===== src/rtl/adder_pkg.sv =====
// Shared definitions for the bit-serial adder: FSM state encodings and
// the helper that sizes the bit counter.
package adder_pkg;

   localparam logic [1:0] ST_IDLE = 2'd0;
   localparam logic [1:0] ST_RUN  = 2'd1;
   localparam logic [1:0] ST_DONE = 2'd2;

   // Number of bits needed to count 0..w-1, never less than one.
   function automatic int cnt_width(input int w);
      int r;
      r = 0;
      while ((1 << r) < w) r++;
      return (r < 1) ? 1 : r;
   endfunction

endpackage


===== src/rtl/full_adder.sv =====
// Single-bit full adder cell, the only arithmetic element of the serial adder.
module full_adder (
   input  logic a,
   input  logic b,
   input  logic cin,
   output logic sum,
   output logic cout
);

   assign sum  = a ^ b ^ cin;
   assign cout = (a & b) | (a & cin) | (b & cin);

endmodule


===== src/rtl/serial_adder.sv =====
// Bit-serial WIDTH-bit adder: operands are loaded in parallel and summed
// LSB-first through one full_adder, with the carry registered between bits.
module serial_adder
   import adder_pkg::*;
#(
   parameter int WIDTH = 8
) (
   input  logic             clk,
   input  logic             rst_n,
   input  logic             start,
   input  logic [WIDTH-1:0] a,
   input  logic [WIDTH-1:0] b,
   input  logic             cin,
   output logic             busy,
   output logic             done,
   output logic [WIDTH-1:0] sum,
   output logic             cout
);

   localparam int CW = cnt_width(WIDTH);

   logic [1:0]       state_q, state_d;
   logic [WIDTH-1:0] a_sh_q, a_sh_d;
   logic [WIDTH-1:0] b_sh_q, b_sh_d;
   logic [WIDTH-1:0] sum_sh_q, sum_sh_d;
   logic [WIDTH-1:0] sum_q, sum_d;
   logic             carry_q, carry_d;
   logic             cout_q, cout_d;
   logic [CW-1:0]    cnt_q, cnt_d;
   logic             fa_sum, fa_cout;
   logic [WIDTH-1:0] next_sum_sh;
   logic             last_bit;

   full_adder u_fa (
      .a    (a_sh_q[0]),
      .b    (b_sh_q[0]),
      .cin  (carry_q),
      .sum  (fa_sum),
      .cout (fa_cout)
   );

   // New result bits enter at the MSB so the LSB-first stream lands in place.
   generate
      if (WIDTH == 1) begin : g_w1
         assign next_sum_sh = fa_sum;
      end else begin : g_wn
         assign next_sum_sh = {fa_sum, sum_sh_q[WIDTH-1:1]};
      end
   endgenerate

   assign last_bit = (cnt_q == CW'(WIDTH - 1));

   always_comb begin
      state_d  = state_q;
      a_sh_d   = a_sh_q;
      b_sh_d   = b_sh_q;
      sum_sh_d = sum_sh_q;
      sum_d    = sum_q;
      carry_d  = carry_q;
      cout_d   = cout_q;
      cnt_d    = cnt_q;
      case (state_q)
         ST_IDLE, ST_DONE: begin
            if (start) begin
               a_sh_d  = a;
               b_sh_d  = b;
               carry_d = cin;
               cnt_d   = '0;
               state_d = ST_RUN;
            end else begin
               state_d = ST_IDLE;
            end
         end
         ST_RUN: begin
            sum_sh_d = next_sum_sh;
            a_sh_d   = a_sh_q >> 1;
            b_sh_d   = b_sh_q >> 1;
            carry_d  = fa_cout;
            cnt_d    = cnt_q + CW'(1);
            if (last_bit) begin
               sum_d   = next_sum_sh;
               cout_d  = fa_cout;
               state_d = ST_DONE;
            end
         end
         default: state_d = ST_IDLE;
      endcase
   end

   always_ff @(posedge clk or negedge rst_n) begin
      if (!rst_n) begin
         state_q  <= ST_IDLE;
         a_sh_q   <= '0;
         b_sh_q   <= '0;
         sum_sh_q <= '0;
         sum_q    <= '0;
         carry_q  <= 1'b0;
         cout_q   <= 1'b0;
         cnt_q    <= '0;
      end else begin
         state_q  <= state_d;
         a_sh_q   <= a_sh_d;
         b_sh_q   <= b_sh_d;
         sum_sh_q <= sum_sh_d;
         sum_q    <= sum_d;
         carry_q  <= carry_d;
         cout_q   <= cout_d;
         cnt_q    <= cnt_d;
      end
   end

   assign busy = (state_q == ST_RUN);
   assign done = (state_q == ST_DONE);
   assign sum  = sum_q;
   assign cout = cout_q;

endmodule


===== config.mk =====
export PLATFORM = sky130hd
export DESIGN_NAME = serial_adder
export DESIGN_NICKNAME = d
export VERILOG_FILES = /design/src/rtl/adder_pkg.sv /design/src/rtl/full_adder.sv /design/src/rtl/serial_adder.sv
export SDC_FILE = /design/constraint.sdc
export NUM_CORES = 1
export LEC_CHECK = 0
export CAP_MARGIN = 20
export CORE_MARGIN = 1.5
export CORE_UTILIZATION = 47
export CTS_CLUSTER_SIZE = 28
export DETAILED_ROUTE_END_ITERATION = 10
export PLACE_DENSITY = 0.75
export SYNTH_ARGS = -nofsm -noshare
export SYNTH_HDL_FRONTEND = slang
export SYNTH_SLANG_ARGS = --single-unit
export TNS_END_PERCENT = 10

===== constraint.sdc =====
create_clock -name clk -period 1.25 [get_ports clk]
set_input_delay 0.1875 -clock clk [delete_from_list [all_inputs] [get_ports clk]]
set_output_delay 0.1875 -clock clk [all_outputs]
set_load 0.02 [all_outputs]

# After elaboration in Yosys (flattened, before gate mapping)
# Cells that the tools add are included.
# W data, S select, Z words.
[word_totals]
output_inout_bits = 11
in_bits = 20
elab_cells = 37
regBits = 39
[classes]
add_sub_neg = 1
n_eq_ne = 5
bitwise = 7
n_mux = 11
reduce_logical = 5
[op_table]
columns = ["cell", "count"]
rows = [
  ["$pmux W8 S2", 2],
  ["$mux W8", 2],
  ["$pmux W3 S2", 1],
  ["$pmux W2 S2", 1],
  ["$reduce_and A2 Y1", 2],
  ["$add A3 B1 Y3 const B", 1],
  ["$and A1 B1 Y1", 3],
  ["$eq A3 B3 Y1 const B", 1],
  ["$mux W3", 1],
  ["$eq A2 B1 Y1 const B", 1],
  ["$eq A2 B2 Y1 const B", 1],
  ["$logic_not A2 Y1", 1],
  ["$mux W1", 2],
  ["$mux W2", 1],
  ["$ne A2 B1 Y1 const B", 1],
  ["$ne A2 B2 Y1 const B", 1],
  ["$or A1 B1 Y1", 2],
  ["$pmux W1 S2", 1],
  ["$reduce_bool A2 Y1", 1],
  ["$reduce_or A2 Y1", 1],
  ["$xor A1 B1 Y1", 2],
]

# Depth between registers and ports, before layout
# Gate-level depths: netlist (run 1).
[depth]
depth_word = 4
ltp_mapped = 6

# Modules after synthesis
# From an unflattened synthesis (run 1), not the netlist that was laid out.
[hier_totals]
hier_cells = 163
area_unflattened_um2 = 1853.0
[modules_own_cells]
columns = ["mod", "n_inst", "area_each_um2", "cells_each", "seq_area_each_um2"]
rows = [
  ["serial_adder", 1, 1833.0, 162, 950.9],
  ["full_adder", 1, 20.0, 1, 0.0],
]

# Least setup slack after synthesis (run 1)
# Ideal clock, no wire load.
[synth_path]
path_type = "reg2reg"
start = "register cnt_q[0]"
end = "register cout_q (netlist: cout)"
path_slack_ns = -0.121
t_arrival_ns = 1.246
synth_period_minus_slack_ns = 1.371
n_path_buf = 0
setup_time_ns = 0.125
stages_incl_launch_ff = 5
cell_sequence = "dfrtp_1 ha_1 ha_1 nand2_8 mux2_4"
[synth_via]
elab_chain_len = 2
[synth_rtl]
columns = ["element", "line_no", "text"]
rows = [
  ["start, declared", "serial_adder.sv:29", "logic [CW-1:0] cnt_q, cnt_d;"],
  ["start signal, assigned", "serial_adder.sv:108", "cnt_q <= cnt_d;"],
  ["$eq A3 B3 Y1", "serial_adder.sv:51", "assign last_bit = (cnt_q == CW'(WIDTH - 1));"],
  ["$reduce_and A2 Y1 (no line)", "--", ""],
  ["end signal, assigned", "serial_adder.sv:107", "cout_q <= cout_d;"],
  ["end, declared", "serial_adder.sv:28", "logic cout_q, cout_d;"],
]
# Every way passes these cells.
# A chain may end at the register's enable or synchronous reset.

# Final worst setup path (run 1)
[layout_path]
start = "register cnt_q[1]"
end = "register cnt_q[2]"
[layout_via]
elab_chain_len = 2
[layout_rtl]
columns = ["element", "line_no", "text"]
rows = [
  ["$add A3 B1 Y3", "serial_adder.sv:79", "cnt_d = cnt_q + CW'(1);"],
  ["$pmux W3 S2", "serial_adder.sv:62", "case (state_q)"],
]
# Every way passes these cells.

==> metrics.cfg, run 1 <==
[floorplanning]
core_area_sq_um=3660
dieWidth_um=64.9
die_area_sq_um=4210
initial_core_util=0.492
io-pin-count=31
fp-row-count=22
chipHeight_um=64.9

[clock_network]
clk-insertion-delay-late_ps=290
cts_max_level=2
root_buffer=clkbuf_8
cts_buffers=5
clock_path_buffers=2
clock_sinks=38
clk_pin_slew_ps=80
cts_tree=yes

[detailed_routing]
viasPerCell=5.16
via_count=1295
drt_iter0_drc=85
drtPass1Iterations=4
detail-route-antenna-nets=0
drc=0
wl_per_cell_um=14.1
routed_wl_um=3540

[place]
routabilityCongestion=0.789
dp.final_hpwl_um=2440
place.port_buffers=30
placed_cell_area_sq_um=2210

[critical_path]
crit_required_ps=1430
reg2reg_slack_ps=-120
crit_fanout=2
crit_family=flip-flops
crit_buf_inv=0
crit_chain=ha_2, ha_4, mux2_2, a22o_1
critical-path-slowest-cell=dfrtp_1
crit_cells=4
critical_path_class=flip-flop to flip-flop
endpoint=cnt_q[2]$_DFFE_PN0P_
cp.arrival_ps=1550
cp-startpoint=cnt_q[1]$_DFFE_PN0P_
regToRegStartpoint=cnt_q[1]$_DFFE_PN0P_
cpPeakStageDelay_ps=420
r2r-end=cnt_q[2]$_DFFE_PN0P_
end_kind=flip-flop
rr_worst_depth=4
crit_path_start_kind=flip-flop

[timing]
period_share=1.10
hold_violations=0
max-slew-margin-rel=0.669
max_clock_freq_ghz=0.730
rsz0062_at_grt=true
fin_crit_ps=1370
fin_skew_ps=6.08
maxSlewViolCount=0
worst_pin_slew_ps=496
setup-violations-final=11
layout_setup_ws_ps=-119

[synthesis]
syn_area_sq_um=1800
yosys-top-cells-area=dfrtp_1, mux2_4, mux2i_1, nand2_1, a21oi_1
synth_cell_types=25
synth_largest_type_area_fraction=0.528
syn-num-nets=179
ys_seq_area_frac=0.528
ys_warn_count=0
ys_ff_latch=38
synth_area_leader_cell=dfrtp_1
avgSynthCellArea_sq_um=11.5
synth_cells=156

[finish]
mostFrequentLayoutCells=dfrtp_1, nand2_1, clkdlybuf4s50_1
antennaDiodeCount=0
final_layout_size_suffix_gt1_frac=0.266
design_area_sq_um=2450
post-route-util=0.669
nNetsFinal=225
final_common_cell=dfrtp_1
area_delta_synth_final_pct=35.9
nFillCells=285

[power_and_ir_drop]
power_mw=6.19
p_leak_nw=1.14
ir_worst_vdd_mv=1.03
power.density_nw_per_um2=2530

[outcome]
status=complete, but fails checks
violations=negative setup slack

[global_routing]
grt.overflow.total=0
grt_pass1_wl_um=6000
grt_max_degree=25
antenna_found_initial=0
grt_pass1_vias=1270
grt_usage=0.191

[min_path]
hp-class=input port to asynchronous set/reset pin

[job]
cap_violations=0

## synthesized netlist by cell type
cell,count
nand2b_1,1
o22ai_1,7
o21ai_0,3
mux2_4,9
buf_6,4
a22o_1,3
and2_1,1
xnor2_1,1
mux2_2,2
mux2i_1,10
nand2b_4,1
a211oi_1,8
clkbuf_1,2
buf_2,5
nor2b_1,9
dfrtp_1,38
nand2_8,1
inv_12,1
nand3_1,2
nor2_1,1
nand2_1,21
fa_1,1
inv_1,8
a21oi_1,15
ha_1,2
## flip-flops by register name, summed over array words and instances, names as in the netlist
| register | count |
|---|---|
| state_q | 2 |
| sum | 8 |
| sum_sh_q | 7 |
| cout | 1 |
| cnt_q | 3 |
| carry_q | 1 |
| b_sh_q | 8 |
| a_sh_q | 8 |
## routing by layer
metal / GRT usage / up-vias / wire [um] / part of all wire
met5: 0 / - / 0 / 0
met4: 0.0798 / 0 / 45 / 0.013
met3: 0.0521 / 4 / 133 / 0.038
met2: 0.317 / 31 / 1790 / 0.51
met1: 0.233 / 627 / 1570 / 0.44
li1: - / 633 / - / -
## logic make-up (layout without fill, tap and decap cells)
group,count (synthesis),after routing,synth area share
xor+xnor,1,1,0.00486
compound gates,36,36,0.122
mux,21,21,0.143
simple gates,37,38,0.108
fa+ha+maj,3,3,0.0250
buf+inv,20,66,0.0688
flops,38,38,0.528
## worst min-delay path by stage
| stage | to | slack (ps) | cells after the start |
|---|---|---|---|
| final | sum_sh_q[4]$_DFFE_PN0P_ | 390 | 2 |
| after global routing | sum[4]$_DFFE_PN0P_ | 430 | 2 |
| after CTS | sum[4]$_DFFE_PN0P_ | 410 | 2 |
| after detailed placement | sum[5]$_DFFE_PN0P_ | 190 | 1 |
| after global placement | sum[6]$_DFFE_PN0P_ | 170 | 1 |
| after floorplan | a_sh_q[0]$_DFFE_PN0P_ | -110 | 0 |
## where the power goes
group / internal, mW / switching (mW)
registers: 1.80 / 0.396
clock network: 0.851 / 0.435
logic: 1.40 / 1.31
## layout make-up
cell class,count,area [sq um],share of cell area
sequential,38,951,0.388
clock buffer,6,82.6,0.0337
inverter,9,46.3,0.0189
timing repair buffer,49,447,0.182
clock inverter,2,60.1,0.0245
tap,48,60.1,0.0245
multi-input combinational,99,802,0.328
## worst register-to-register path, stage by stage (launching register included)
cell	delay, ps
dfrtp_1	420
ha_2	210
ha_4	200
mux2_2	250
a22o_1	180
## metrics by stage
stage / cells / setup WS, ps / hold slack (ps) / TNS (ps)
after global routing: 251 / -164 / 430 / -1380
after detailed placement: 240 / -185 / 187 / -3760
final: 251 / -119 / 393 / -935
after global placement: 240 / -141 / 174 / -2960
after CTS: 249 / -114 / 409 / -1030
after floorplan: 156 / -72.7 / -108 / -713
## repair_timing
action,4_1_cts,5_1_grt
hold buffers,1,0
buffers inserted,0,1
setup endpoints to repair,30,20
pin swaps,2,2
gates resized for setup,24,12
cloned,0,1
hold endpoints to repair,21,0
(Power assumes the default switching activity.)
==> run 2, diff against run 1 <==
--- a/config.mk
+++ b/config.mk
@@ -6,11 +6,13 @@
 export NUM_CORES = 1
 export LEC_CHECK = 0
 export CAP_MARGIN = 20
+export CORE_ASPECT_RATIO = 0.6
 export CORE_MARGIN = 1.5
 export CORE_UTILIZATION = 47
 export CTS_CLUSTER_SIZE = 28
 export DETAILED_ROUTE_END_ITERATION = 10
 export PLACE_DENSITY = 0.75
+export SLEW_MARGIN = 40
 export SYNTH_ARGS = -nofsm -noshare
 export SYNTH_HDL_FRONTEND = slang
 export SYNTH_SLANG_ARGS = --single-unit
==> run 2 against run 1 <==
Compared with the run above: the flow still finishes with violations (negative setup slack); final cell count decreased by 1.2%; fmax increased by 4.1%; clock-buffer cell count unchanged; non-clock buffer count decreased by 1; global-route usage decreased by 0.44 points; die area increased by 0.29%; flip-flop and latch count unchanged; critical path type unchanged.
==> metrics.cfg, run 2 (synthesis results as in run 1) <==
[timing]
max_clock_freq_ghz=0.760
max-slew-margin-rel=0.678
hold_violations=0
fin_skew_ps=5.53
rsz0062_at_grt=true
worst_pin_slew_ps=483
fin_crit_ps=1320
maxSlewViolCount=0
layout_setup_ws_ps=-65.9
setup-violations-final=12
period_share=1.05
timing.setup.tns_ps=-554

[critical_path]
critical-path-slowest-cell=dfrtp_1
crit_path_start_kind=flip-flop
crit_fanout=2
cp.arrival_ps=1500
crit_required_ps=1430
crit_chain=ha_2, ha_4, mux2_2, a22o_1
critical_path_class=flip-flop to flip-flop
end_kind=flip-flop
cpPeakStageDelay_ps=390

[global_routing]
grt_util_met2=0.295
grt.overflow.total=0
grt_pass1_wl_um=6040
grt.met1_usage=0.248
antenna_found_initial=0
busiest_layer=met2
met3_usage=0.0436
grt_usage=0.186
grt_max_degree=39
grt_pass1_vias=1279

[floorplanning]
fp-row-count=17
die_area_sq_um=4230
chipHeight_um=51.0
io-pin-count=31
dieWidth_um=82.9
core_area_sq_um=3680
initial_core_util=0.490

[power_and_ir_drop]
power.density_nw_per_um2=2470
netSwitchingPower_mw=2.18
swShare=0.365
p_leak_nw=1.13
p_clk_frac=0.148
p_seq_frac=0.373
p_int_mw=3.80
ir_worst_vdd_mv=1.27
p_comb_frac=0.479

[clock_network]
root_buffer=clkbuf_8
clock_sinks=38
cts_tree=yes
cts_buffers=5
clock_path_buffers=2
clk-insertion-delay-late_ps=290
cts_max_level=2
clk_pin_slew_ps=70

[place]
routabilityCongestion=0.820
placed_cells=237
dp.final_hpwl_um=2480
place.port_buffers=30
placed_cell_area_sq_um=2200

[finish]
mostFrequentLayoutCells=dfrtp_1, nand2_1, clkdlybuf4s50_1
stdcell_count=248
multi_input_area_sq_um=803
final_common_cell=dfrtp_1
post-route-util=0.659
antennaDiodeCount=0
area_delta_synth_final_pct=34.5
design_area_sq_um=2420
nFillCells=272
nNetsFinal=223
seq_area_sq_um=952
final_layout_size_suffix_gt1_frac=0.279

[detailed_routing]
drt_iter0_drc=76
via_count=1299
drtPass1Iterations=4
detail-route-antenna-nets=0
routed_wl_um=3650
viasPerCell=5.24
wl_per_cell_um=14.7
drc=0

[min_path]
hp-class=input port to flip-flop

[job]
cap_violations=0

[outcome]
status=complete, but fails checks
violations=negative setup slack

-- run 2: changes by cell type in the layout (fill, tap and decap cells not counted), sizes merged --
cell           previous run  this run
clkbuf                    6         7
clkinvlp                  0         1
buf                      21        19
nand2                    23        22
clkinv                    0         1
dlymetal6s2s              0         1
bufinv                    2         0
clkdlybuf4s50            18        17
-- run 2: critical path: cells and delay by family (launching register included) --
| kind | cells | cell delay (ps) |
|---|---|---|
| mux | 1 | 250 |
| flops | 1 | 390 |
| fa+ha+maj | 2 | 390 |
| compound gates | 1 | 180 |
-- run 2: power by group through the flow --
stage / sequential [mW] / clock [mW] / combinational (mW)
after global placement: 2.18 / 0 / 2.49
after floorplan: 2.27 / 0 / 1.65
after detailed placement: 2.22 / 0 / 2.58
after CTS: 2.20 / 0.913 / 2.58
after global routing: 2.31 / 0.966 / 3.15
final: 2.23 / 0.884 / 2.86
-- run 2: layout make-up --
| cell class | count | area share |
|---|---|---|
| clock inverter | 2 | 0.00516 |
| multi-input combinational | 98 | 0.331 |
| tap | 47 | 0.0243 |
| timing repair buffer | 48 | 0.193 |
| inverter | 9 | 0.0191 |
| sequential | 38 | 0.393 |
| clock buffer | 6 | 0.0341 |
-- run 2: what timing repair did --
action,CTS,global route
setup endpoints to repair,28,22
buffers inserted,0,1
hold buffers,1,0
gates resized for setup,25,18
cloned,0,1
endpoints found under the hold margin,38,0
pin swaps,1,3
-- run 2: metrics by stage --
step	setup slack (ps)	hold WS [ps]	total power, mW
2_1_floorplan	-72.7	-108	3.91
3_3_place_gp	-140	258	4.67
3_5_place_dp	-168	267	4.80
4_1_cts	-72.5	479	5.69
5_1_grt	-103	330	6.42
6_report	-65.9	333	5.98
-- run 2: path summary, 6_finish.rpt --
path	endpoint	slack [ps]	from	cells after the start
setup / recovery	cnt_q[2]$_DFFE_PN0P_	-70	cnt_q[0]$_DFFE_PN0P_	4
hold / removal	state_q[0]$_DFFE_PN0P_	330	start	3
setup reg to reg	cnt_q[2]$_DFFE_PN0P_	-70	cnt_q[0]$_DFFE_PN0P_	4
hold reg to reg	sum_sh_q[1]$_DFFE_PN0P_	480	sum_sh_q[1]$_DFFE_PN0P_	2
max in group asynchronous	state_q[0]$_DFFE_PN0P_	410	rst_n	3
min in group asynchronous	sum[0]$_DFFE_PN0P_	470	rst_n	3
-- run 2: per-layer routing --
layer  vias to the layer above  wire length [um]
met5                         -                 0
met4                         0                57
met3                         8               130
met2                        35              1750
met1                       632              1720
li1                        624                 -
